--- config.mk ---
export PLATFORM = sky130hd
export DESIGN_NAME = emu_ctrl_regfile
export DESIGN_NICKNAME = d
export VERILOG_FILES = /design/src/rtl/emu_ctrl_regfile.sv
export SDC_FILE = /design/constraint.sdc
export NUM_CORES = 1
export LEC_CHECK = 0
export CORE_ASPECT_RATIO = 1.5
export CORE_MARGIN = 1
export CORE_UTILIZATION = 30
export CTS_BUF_LIST = sky130_fd_sc_hd__clkbuf_4
export DETAILED_ROUTE_END_ITERATION = 12
export GPL_ROUTABILITY_DRIVEN = 0
export PLACE_DENSITY = 0.59
export SETUP_SLACK_MARGIN = 0.02
export SLEW_MARGIN = 20
export SYNTH_ARGS = -nofsm -noshare
export SYNTH_HDL_FRONTEND = slang
export SYNTH_SLANG_ARGS = --single-unit
--- constraint.sdc ---
create_clock -name clk -period 4.2 [get_ports clk]
set_input_delay 1.05 -clock clk [delete_from_list [all_inputs] [get_ports clk]]
set_output_delay 1.05 -clock clk [all_outputs]
set_load 0.1 [all_outputs]
--- src/rtl/emu_ctrl_regfile.sv ---
`default_nettype none
// ============================================================================
// Module   : emu_ctrl_regfile
// Brief    : Emulator run-control register bank (run gate, stepping, cycle count).
// Revision : 1.0 - initial release
// ============================================================================
module emu_ctrl_regfile #(
  parameter logic [31:0] ID_VALUE   = 32'h52454D55,
  parameter int          STEP_WIDTH = 32
) (
  input  logic        clk,
  input  logic        rst_n,
  input  logic        ctrl_wen,
  input  logic [9:0]  ctrl_waddr,
  input  logic [31:0] ctrl_wdata,
  input  logic        ctrl_ren,
  input  logic [9:0]  ctrl_raddr,
  output logic [31:0] ctrl_rdata,
  input  logic        emu_halt_req,
  output logic        emu_run,
  output logic        emu_model_rst
);

  localparam logic [9:0] ADDR_CTRL    = 10'h000;
  localparam logic [9:0] ADDR_STEP    = 10'h001;
  localparam logic [9:0] ADDR_STATUS  = 10'h002;
  localparam logic [9:0] ADDR_CYC_LO  = 10'h004;
  localparam logic [9:0] ADDR_CYC_HI  = 10'h005;
  localparam logic [9:0] ADDR_SCRATCH = 10'h006;
  localparam logic [9:0] ADDR_ID      = 10'h007;

  localparam logic [STEP_WIDTH-1:0] STEP_ZERO = '0;
  localparam logic [STEP_WIDTH-1:0] STEP_ONE  = STEP_WIDTH'(1);

  logic                  run_q,       run_d;
  logic                  model_rst_q, model_rst_d;
  logic [STEP_WIDTH-1:0] step_q,      step_d;
  logic [63:0]           cycle_q,     cycle_d;
  logic [31:0]           shadow_q,    shadow_d;
  logic                  halted_q,    halted_d;
  logic                  step_done_q, step_done_d;
  logic [31:0]           scratch_q,   scratch_d;

  logic                  wr_ctrl, wr_step, wr_status, wr_cyc_lo, wr_scratch;
  logic                  sw_run_set, halt_fire, step_expire;
  logic [STEP_WIDTH-1:0] step_wdata;
  logic [31:0]           step_rd;

  always_comb begin
    wr_ctrl     = ctrl_wen && (ctrl_waddr == ADDR_CTRL);
    wr_step     = ctrl_wen && (ctrl_waddr == ADDR_STEP);
    wr_status   = ctrl_wen && (ctrl_waddr == ADDR_STATUS);
    wr_cyc_lo   = ctrl_wen && (ctrl_waddr == ADDR_CYC_LO);
    wr_scratch  = ctrl_wen && (ctrl_waddr == ADDR_SCRATCH);
    step_wdata  = ctrl_wdata[STEP_WIDTH-1:0];
    sw_run_set  = (wr_ctrl && ctrl_wdata[0]) || (wr_step && (step_wdata != STEP_ZERO));
    // A halt request also blocks a run that software is starting this cycle.
    halt_fire   = emu_halt_req && (run_q || sw_run_set);
    step_expire = run_q && (step_q == STEP_ONE);

    // Lowest priority first; later assignments override.
    run_d       = run_q;
    step_d      = (run_q && (step_q != STEP_ZERO)) ? (step_q - STEP_ONE) : step_q;
    model_rst_d = wr_ctrl ? ctrl_wdata[1] : model_rst_q;

    if (wr_step) begin
      step_d = step_wdata;
      if (step_wdata != STEP_ZERO) run_d = 1'b1;
    end
    if (wr_ctrl && ctrl_wdata[0]) run_d = 1'b1;
    if (step_expire) begin
      run_d  = 1'b0;
      step_d = STEP_ZERO;
    end
    if (wr_ctrl && !ctrl_wdata[0]) begin
      run_d  = 1'b0;
      step_d = STEP_ZERO;
    end
    if (halt_fire) begin
      run_d  = 1'b0;
      step_d = STEP_ZERO;
    end

    halted_d    = (halted_q    & ~(wr_status & ctrl_wdata[1])) | halt_fire;
    step_done_d = (step_done_q & ~(wr_status & ctrl_wdata[2])) | step_expire;

    if (wr_cyc_lo)  cycle_d = 64'd0;
    else if (run_q) cycle_d = cycle_q + 64'd1;
    else            cycle_d = cycle_q;

    shadow_d  = (ctrl_ren && (ctrl_raddr == ADDR_CYC_LO)) ? cycle_q[63:32] : shadow_q;
    scratch_d = wr_scratch ? ctrl_wdata : scratch_q;
  end

  always_ff @(posedge clk) begin
    if (!rst_n) begin
      run_q       <= 1'b0;
      model_rst_q <= 1'b1;
      step_q      <= STEP_ZERO;
      cycle_q     <= 64'd0;
      shadow_q    <= 32'd0;
      halted_q    <= 1'b0;
      step_done_q <= 1'b0;
      scratch_q   <= 32'd0;
    end else begin
      run_q       <= run_d;
      model_rst_q <= model_rst_d;
      step_q      <= step_d;
      cycle_q     <= cycle_d;
      shadow_q    <= shadow_d;
      halted_q    <= halted_d;
      step_done_q <= step_done_d;
      scratch_q   <= scratch_d;
    end
  end

  always_comb begin
    step_rd                 = 32'd0;
    step_rd[STEP_WIDTH-1:0] = step_q;
  end

  // Read data reflects current (pre-update) state.
  always_comb begin
    ctrl_rdata = 32'd0;
    case (ctrl_raddr)
      ADDR_CTRL:    ctrl_rdata = {30'd0, model_rst_q, run_q};
      ADDR_STEP:    ctrl_rdata = step_rd;
      ADDR_STATUS:  ctrl_rdata = {29'd0, step_done_q, halted_q, run_q};
      ADDR_CYC_LO:  ctrl_rdata = cycle_q[31:0];
      ADDR_CYC_HI:  ctrl_rdata = shadow_q;
      ADDR_SCRATCH: ctrl_rdata = scratch_q;
      ADDR_ID:      ctrl_rdata = ID_VALUE;
      default:      ctrl_rdata = 32'd0;
    endcase
  end

  assign emu_run       = run_q;
  assign emu_model_rst = model_rst_q;

endmodule
`default_nettype wire

==> results of run 1 <==
Yosys cell counts (all sizes together), types with 3 or more instances:
cell type	instances	area, um^2
and3	10	62.6
xnor2	34	298
nand3	41	205
nand2	227	852
and2	7	43.8
nand4	36	225
nand4b	4	35.0
a21oi	87	447
and4	8	70.1
mux2	4	45.0
o21a	3	22.5
a22oi	26	195
a21o	5	40.0
or3	18	113
dfxtp	164	3280
nor4	29	188
a31oi	7	43.8
a32oi	3	26.3
nor2	109	427
o21ai	15	75.1
o211ai	3	22.5
inv	19	71.3
ha	3	37.5
clkbuf	52	195
a222oi	20	200
or4	6	48.8
nor3	27	135
mux2i	7	70.1
or2	4	25.0
xor2	29	254
nand2b	4	25.0
a211oi	12	95.1
a221oi	3	26.3
o31ai	6	58.8
buf	17	134
metrics by stage:
stage / setup WS [ps] / cells / utilization (%)
floorplan: -51.8 / 1070 / -
global placement: -75.9 / 1461 / 36.5
detailed placement: -123 / 1461 / 36.5
CTS: 15.6 / 1492 / 37.8
global route: 22.0 / 1495 / 37.9
finish: 34.3 / 1495 / 37.9
metal layers:
metal,up-vias,track usage (%)
met5,-,0
met4,0,8.70
li1,3940,-
met1,3865,24.1
met3,53,3.20
met2,312,35.6
registers in the layout (all words and copies together), names as in the netlist:
register	count
halted_q	1
cycle_q	64
step_done_q	1
step_q	32
emu_model_rst	1
scratch_q	32
emu_run	1
shadow_q	32
area by class of cell:
cell class | instances | area (um^2) | share of cell area (%)
repair buffers | 121 | 1520 | 14.7
diodes | 1 | 2.50 | 0.0242
inverters | 19 | 71.3 | 0.691
flip-flops and latches | 164 | 3280 | 31.8
well taps | 342 | 428 | 4.14
clock inverters | 11 | 161 | 1.56
multi-input cells | 818 | 4720 | 45.7
clock buffers | 19 | 143 | 1.38
what timing repair did:
action,4_1_cts,5_1_grt
buffers inserted,0,0
hold buffers,0,0
pin swaps,5,5
hold endpoints to repair,0,0
gates cloned,1,2
endpoints found under the setup margin,32,29
gates resized for setup,8,9
logic make-up after synthesis:
family,count (synthesis),share of synthesized area [%]
compound gates,199,16.2
xor+xnor,63,6.65
fa+ha+maj,3,0.452
buf+inv,88,4.82
flops,164,39.5
mux,11,1.39
simple gates,542,31.0
worst min-delay path, cell delays in order (launching register included):
cell     delay, ps
dfxtp_1        330
nand2_1         50
a21oi_1         50
power by group through the flow:
stage / sequential [mW] / combinational [mW] / clock [mW]
global placement: 1.59 / 0.132 / 0
CTS: 1.56 / 0.133 / 1.05
finish: 1.56 / 0.133 / 1.03
detailed placement: 1.59 / 0.131 / 0
floorplan: 1.59 / 0.0391 / 0
global route: 1.56 / 0.140 / 1.12
worst max path at each step:
stage	start	end	slack, ps	cells after the start
after floorplan	ctrl_raddr[4]	ctrl_rdata[0]	-50	6
after global placement	ctrl_raddr[4]	ctrl_rdata[2]	-80	8
after detailed placement	ctrl_raddr[4]	ctrl_rdata[2]	-120	8
after CTS	ctrl_raddr[4]	ctrl_rdata[2]	20	8
after global routing	ctrl_raddr[4]	ctrl_rdata[2]	20	8
final	ctrl_raddr[4]	ctrl_rdata[2]	30	8
==> flow_summary.ini, run 1 <==
[outcome]
status = completed

[setup_path]
worstPathArrival_ps = 3120
r2r_end = step_q[20]$_SDFFE_PP0P_
cp-end-kind = primary output
critPathTopFamily = simple AND/OR/NAND/NOR gates
crit_chain = dlymetal6s2s_1, or3_4, or3_4, nor3_4, buf_6, a22oi_2, nand4_1, buf_12
r2r_slack_ps = 1230
regToRegStartpoint = step_q[27]$_SDFFE_PP0P_
worstPathMaxFanout = 7
crit_required_ps = 3150
critPathSlowestCell = or3_4
crit_path_max_incr_delay_ps = 430
criticalPathCategory = in -> out
critPathLaunchType = primary input
cpMostUsedCell = or3_4
crit_buf_inv = 3
r2r_cells = 6

[clocking]
root_buffer = clkbuf_4
clockBufferDepth = 2
h-tree-depth = 4
cts_tree = done
clk_pin_slew_ps = 120
cts_sinks = 164
cts_made_buffers = 17
clk-insertion-delay-late_ps = 590

[final_layout]
final_common_cell = nand2_1
num-nets-final = 1201
area_growth_pct = 24.3
fin_area_mm2 = 0.0103
mostFrequentLayoutCells = 227 x nand2_1, 164 x dfxtp_1, 102 x nor2_1, 86 x a21oi_1, 54 x clkdlybuf4s50_1
fillerInstances = 2861
drive_above_1_share_pct = 12.0

[yosys]
syn-cell-area_mm2 = 0.00830
synth.yosys.seq_area_share_pct = 39.5
ys.flop_type = dfxtp_1
synth.net_count = 1130
synth.avg_cell_area_um2 = 7.76
synthCells = 1070
synthArstFlopShare_pct = 0
ys_ff_latch = 164
ys_types = 65
synth_edf_count = 0
synth_warnings = 0

[sta]
final-hold-violation-count = 0
slew_viol_final = 0
tns_ps = 0
finalSetupViolations = 0
skew_ps = 21.9
hold-worst-slack_ps = 467
min_period_over_period_pct = 99.2
rsz0062_at_grt = no
fmax_mhz = 240
slew_headroom_pct = 35.9
timing.final.crit_period_ps = 4170
worst_slew_pin_slew_ps = 958

[power]
combPwrFrac_pct = 4.9
pwr-share-seq_pct = 57.2
leakagePower_nw = 3.59
clockPowerShare_pct = 37.9
p_sw_mw = 0.629
ir_worst_vdd_mv = 0.146
power.total_mw = 2.72
swShare_pct = 23.1
p_per_area_mw_per_mm2 = 263
power.internal_mw = 2.09

[floorplanning]
fp-row-count = 74
die_x_um = 138
die_y_um = 206
start_util_pct = 30.5
io_pins = 91
dieArea_mm2 = 0.0284
coreArea_mm2 = 0.0272

[global_routing]
overflow = 0
grt_max_degree = 60
grt_pass1_wl_um = 43300
first_global_vias = 7775
antenna_found_initial = 1
grt_usage_pct = 20.3

[detailed_routing]
totalWireLength_um = 28100
via_per_inst = 5.46
drt-pass1-iter-count = 8
wl_met1_um = 11200
drt_first_iter_violations = 781
drc = 0
ant_nets = 0
avgRoutedWirePerCell_um = 18.8
top_layer = met4
met3_length_um = 1680
wl_met2_um = 14200
via_count = 8170

[hold_path]
holdPathEnd = shadow_q[0]$_SDFFE_PN0P_
min_from = shadow_q[0]$_SDFFE_PN0P_
hold_path_depth = 2
hp-class = reg -> reg

[job]
cap_viol_max_count = 0

[placement]
io_buffers = 90
dp.final_hpwl_um = 20800
place_area_mm2 = 0.00994
Note: power is estimated with default switching activity, not from simulation.
==> run 2, diff against run 1 <==
DONT_BUFFER_PORTS = 1   (was not set)
PLACE_DENSITY = 0.55   (was 0.59)
==> run 2 against run 1 <==
Fmax is 7.2% higher. Total power decreased by 7.2%. Non-clock buffer count is 68 lower. Clock skew grew 2.7 ps. Routed wire length is 2.8% lower. Critical path type unchanged.
==> flow_summary.ini, run 2 (same netlist as run 1, synthesis figures left out) <==
[setup_path]
r2r_slack_ps = 1020
critPathLaunchType = primary input
criticalPathCategory = in -> out
worstPathArrival_ps = 2840
regToRegStartpoint = step_q[4]$_SDFFE_PP0P_
crit_required_ps = 3150
cp-end-kind = primary output
r2r_cells = 6
worstPathMaxFanout = 32
r2r_end = step_q[20]$_SDFFE_PP0P_

[detailed_routing]
totalWireLength_um = 27300
drt-pass1-iter-count = 7
drt_first_iter_violations = 694
via_count = 7938
avgRoutedWirePerCell_um = 19.1
drc = 0
via_per_inst = 5.56
ant_nets = 0

[hold_path]
min_from = scratch_q[31]$_SDFFE_PN0P_
hold_path_depth = 2
hp-class = reg -> reg
holdPathEnd = scratch_q[31]$_SDFFE_PN0P_

[power]
power.internal_mw = 1.91
p_sw_mw = 0.609
swShare_pct = 24.2
p_per_area_mw_per_mm2 = 264
ir_worst_vdd_mv = 0.192
combPwrFrac_pct = 2.1
clockPowerShare_pct = 36.2
pwr-share-seq_pct = 61.7
leakagePower_nw = 3.27

[placement]
dp.final_hpwl_um = 20300
io_buffers = 0
place_inst = 1396
place_area_mm2 = 0.00931

[global_routing]
antenna_found_initial = 1
first_global_vias = 7651
busiest_layer = met2
grt_max_degree = 41
gr-usage-met3_pct = 3.92
use_met1_pct = 22.4
overflow = 0
grt_usage_pct = 19.9
met2_usage_pct = 34.7
grt_pass1_wl_um = 42200

[job]
cap_viol_max_count = 0

[sta]
min_period_over_period_pct = 92.5
fmax_mhz = 257
skew_ps = 24.6
finalSetupViolations = 0
timing.final.crit_period_ps = 3890
rsz0062_at_grt = no
slew_viol_final = 0
slew_headroom_pct = 34.1
worst_slew_pin_slew_ps = 987
final-hold-violation-count = 0

[final_layout]
mostFrequentLayoutCells = 227 x nand2_1, 163 x dfxtp_1, 103 x nor2_1, 86 x a21oi_1, 36 x nand4_1
drive_above_1_share_pct = 11.3
largest_reg_flops = 64
fillerInstances = 2915
fin_area_mm2 = 0.00956
seqCellArea_mm2 = 0.00328
regMostFlops = cycle_q
multi_input_area_mm2 = 0.00469
area_growth_pct = 15.2
stdcell_count = 1427
final_common_cell = nand2_1
num-nets-final = 1133

[floorplanning]
dieArea_mm2 = 0.0284
coreArea_mm2 = 0.0272
fp-row-count = 74
die_x_um = 138
die_y_um = 206
io_pins = 91
start_util_pct = 30.5

[clocking]
cts_hold_buf = 0
h-tree-depth = 4
clk_pin_slew_ps = 130
cts_made_buffers = 17
clockBufferDepth = 2
cts_sinks = 164
cts_resized = 0
cts_tree = done
root_buffer = clkbuf_4
clk-insertion-delay-late_ps = 600
post_cts_buffers = 0

[outcome]
status = completed
[run 2: cell types whose count changed in the layout (fill, tap and decap cells not counted), sizes merged]
cell,before,now
clkbuf,20,18
bufinv,4,2
buf,64,53
clkdlybuf4s50,54,0
clkinv,4,8
inv,19,20
clkinvlp,3,1
dlymetal6s2s,2,0
[run 2: how the worst max path moves through the flow]
stage                  startpoint        endpoint  slack [ps]
floorplan           ctrl_raddr[4]   ctrl_rdata[0]         -50
global placement    ctrl_raddr[4]   ctrl_rdata[0]         320
detailed placement  ctrl_raddr[4]  ctrl_rdata[22]         310
CTS                 ctrl_raddr[4]  ctrl_rdata[22]         310
global route        ctrl_raddr[4]  ctrl_rdata[22]         250
finish              ctrl_raddr[4]   ctrl_rdata[0]         310
[run 2: critical path, cell delays in order]
cell and delay [ps]:
or3_1 420, or3_1 410, nor2_2 150, buf_12 210, a22oi_1 110, nand4_1 260, buf_12 220
[run 2: stage by stage]
step	hold slack, ps	setup TNS (ps)	setup WS [ps]	total power, mW	util (%)
after detailed placement	448	0	310	1.64	34.2
after CTS	468	0	308	2.54	35.1
after global routing	460	0	248	2.61	35.1
final	467	0	315	2.52	35.1
after floorplan	436	-64.9	-51.8	1.63	-
after global placement	446	0	316	1.64	34.2
[run 2: metal layers]
metal / vias up / routed length [um]
li1: 3818 / -
met1: 3783 / 10400
met5: - / 0
met4: 0 / 1180
met3: 66 / 1710
met2: 271 / 14000
[run 2: power groups by stage]
stage               registers (mW)  logic (mW)  clock network, mW
global placement              1.59      0.0543                  0
CTS                           1.56      0.0544              0.932
global route                  1.56      0.0583              0.998
floorplan                     1.59      0.0391                  0
detailed placement            1.59      0.0544                  0
finish                        1.56      0.0540              0.913
[run 2: layout make-up]
| type | count | share of cell area (%) |
|---|---|---|
| tap | 342 | 4.47 |
| clock inverter | 12 | 1.20 |
| inverter | 19 | 0.746 |
| sequential | 164 | 34.3 |
| clock buffer | 18 | 1.41 |
| antenna | 1 | 0.0262 |
| timing repair buffer | 53 | 8.74 |
| multi-input combinational | 818 | 49.1 |
==> run 3, diff against run 2 <==
--- a/config.mk
+++ b/config.mk
@@ -14,2 +14,3 @@
 export GPL_ROUTABILITY_DRIVEN = 0
+export GPL_TIMING_DRIVEN = 0
 export PLACE_DENSITY = 0.55
--- a/constraint.sdc
+++ b/constraint.sdc
@@ -3,2 +3,2 @@
 set_output_delay 1.05 -clock clk [all_outputs]
-set_load 0.1 [all_outputs]
+set_load 0.005 [all_outputs]
==> run 3 against run 2 <==
Global-route usage grew 3.0 points. Clock skew grew 1.9 ps. First-iteration DRC count shrank 6.9%. Design area shrank 4.5%.
==> flow_summary.ini, run 3 (same netlist as run 1, synthesis figures left out) <==
[sta]
min_period_over_period_pct = 98.4
worst_slew_pin_slew_ps = 944
timing.final.crit_period_ps = 4130
slew_viol_final = 0
slew_headroom_pct = 37.1
fmax_mhz = 242
finalSetupViolations = 0
final-hold-violation-count = 0
skew_ps = 26.5
rsz0062_at_grt = no

[final_layout]
drive_above_1_share_pct = 7.44
final_common_cell = nand2_1
largest_reg_flops = 64
final_core_util_pct = 33.5
fillerInstances = 2984
seqCellArea_mm2 = 0.00328
mostFrequentLayoutCells = 227 x nand2_1, 164 x dfxtp_1, 106 x nor2_1, 86 x a21oi_1, 41 x nand3_1
num-nets-final = 1149
regMostFlops = cycle_q
stdcell_count = 1446
area_growth_pct = 9.98
multi_input_area_mm2 = 0.00464

[hold_path]
hp-class = reg -> reg

[clocking]
cts_hold_buf = 0
cts_tree = done
clk-insertion-delay-late_ps = 640
clockBufferDepth = 2
root_buffer = clkbuf_4
cts_resized = 9
clk_pin_slew_ps = 150
post_cts_buffers = 0
cts_sinks = 164
h-tree-depth = 4
cts_made_buffers = 17

[detailed_routing]
drt-pass1-iter-count = 8
avgRoutedWirePerCell_um = 21.9
via_per_inst = 5.62
totalWireLength_um = 31600
ant_nets = 0
via_count = 8130
drc = 0
drt_first_iter_violations = 646

[floorplanning]
dieArea_mm2 = 0.0284
io_pins = 91
coreArea_mm2 = 0.0272
die_y_um = 206
start_util_pct = 30.5
fp-row-count = 74
die_x_um = 138

[global_routing]
grt_max_degree = 17
met2_usage_pct = 41.1
overflow = 0
antenna_found_initial = 1
use_met1_pct = 23.4
grt_usage_pct = 22.9
grt_pass1_wl_um = 46600
busiest_layer = met2
first_global_vias = 7684
gr-usage-met3_pct = 4.24

[setup_path]
crit_required_ps = 3150
critPathLaunchType = primary input
cp-end-kind = primary output
worstPathArrival_ps = 3080
worstPathMaxFanout = 10
criticalPathCategory = in -> out

[power]
ir_worst_vdd_mv = 0.173
leakagePower_nw = 3.07
p_per_area_mw_per_mm2 = 308

[outcome]
status = completed

[placement]
place_inst = 1412
io_buffers = 0
dp.final_hpwl_um = 25000

[job]
cap_viol_max_count = 0
[run 3: cell count changes in the layout (fill, tap and decap cells not counted), sizes merged]
cell    change
inv         -1
bufinv      +4
buf        -36
diode       +1
clkbuf     +51
[run 3: path summary, 6_finish.rpt]
kind         cells after the start                        from  slack (ps)                          to
max                              6               ctrl_raddr[4]          70              ctrl_rdata[29]
min                              2  scratch_q[24]$_SDFFE_PN0P_         460  scratch_q[24]$_SDFFE_PN0P_
min reg2reg                      2  scratch_q[24]$_SDFFE_PN0P_         460  scratch_q[24]$_SDFFE_PN0P_
max reg2reg                      7     step_q[27]$_SDFFE_PP0P_        1210     step_q[17]$_SDFFE_PP0P_
[run 3: layout make-up]
cell class | count | area share, %
multi-input combinational | 818 | 50.8
sequential | 164 | 36.0
tap | 342 | 4.69
buffer | 69 | 3.77
clock inverter | 15 | 2.59
clock buffer | 17 | 1.40
inverter | 19 | 0.781
antenna | 2 | 0.0548
[run 3: routing by layer]
layer,vias up,wire length (um)
li1,3855,-
met1,3894,11600
met2,280,16200
met3,101,1750
met4,0,2100
met5,-,0
[run 3: power breakdown]
part,internal (mW),leakage [nW],switching [mW]
registers,1.56,1.32,0.000387
logic,0.0143,1.56,0.0490
clock network,0.586,0.190,0.608
[run 3: worst max-delay path, cell delays in order]
cell	delay [ps]
or3_1	450
or3_1	480
nor2_1	340
clkbuf_2	390
nand2_1	180
nand2_1	180
[run 3: per-stage QoR]
step / hold slack [ps] / total power, mW / TNS, ps / cell area, um^2 / setup slack [ps]
4_1_cts: 430 / 2.84 / 0 / 9110 / 32.9
3_5_place_dp: 447 / 1.65 / -8320 / 8740 / -386
5_1_grt: 442 / 2.90 / 0 / 9130 / 35.0
2_1_floorplan: 436 / 1.63 / 0 / 8300 / 427
6_report: 464 / 2.81 / 0 / 9130 / 67.9
3_3_place_gp: 443 / 1.65 / -8230 / 8730 / -383
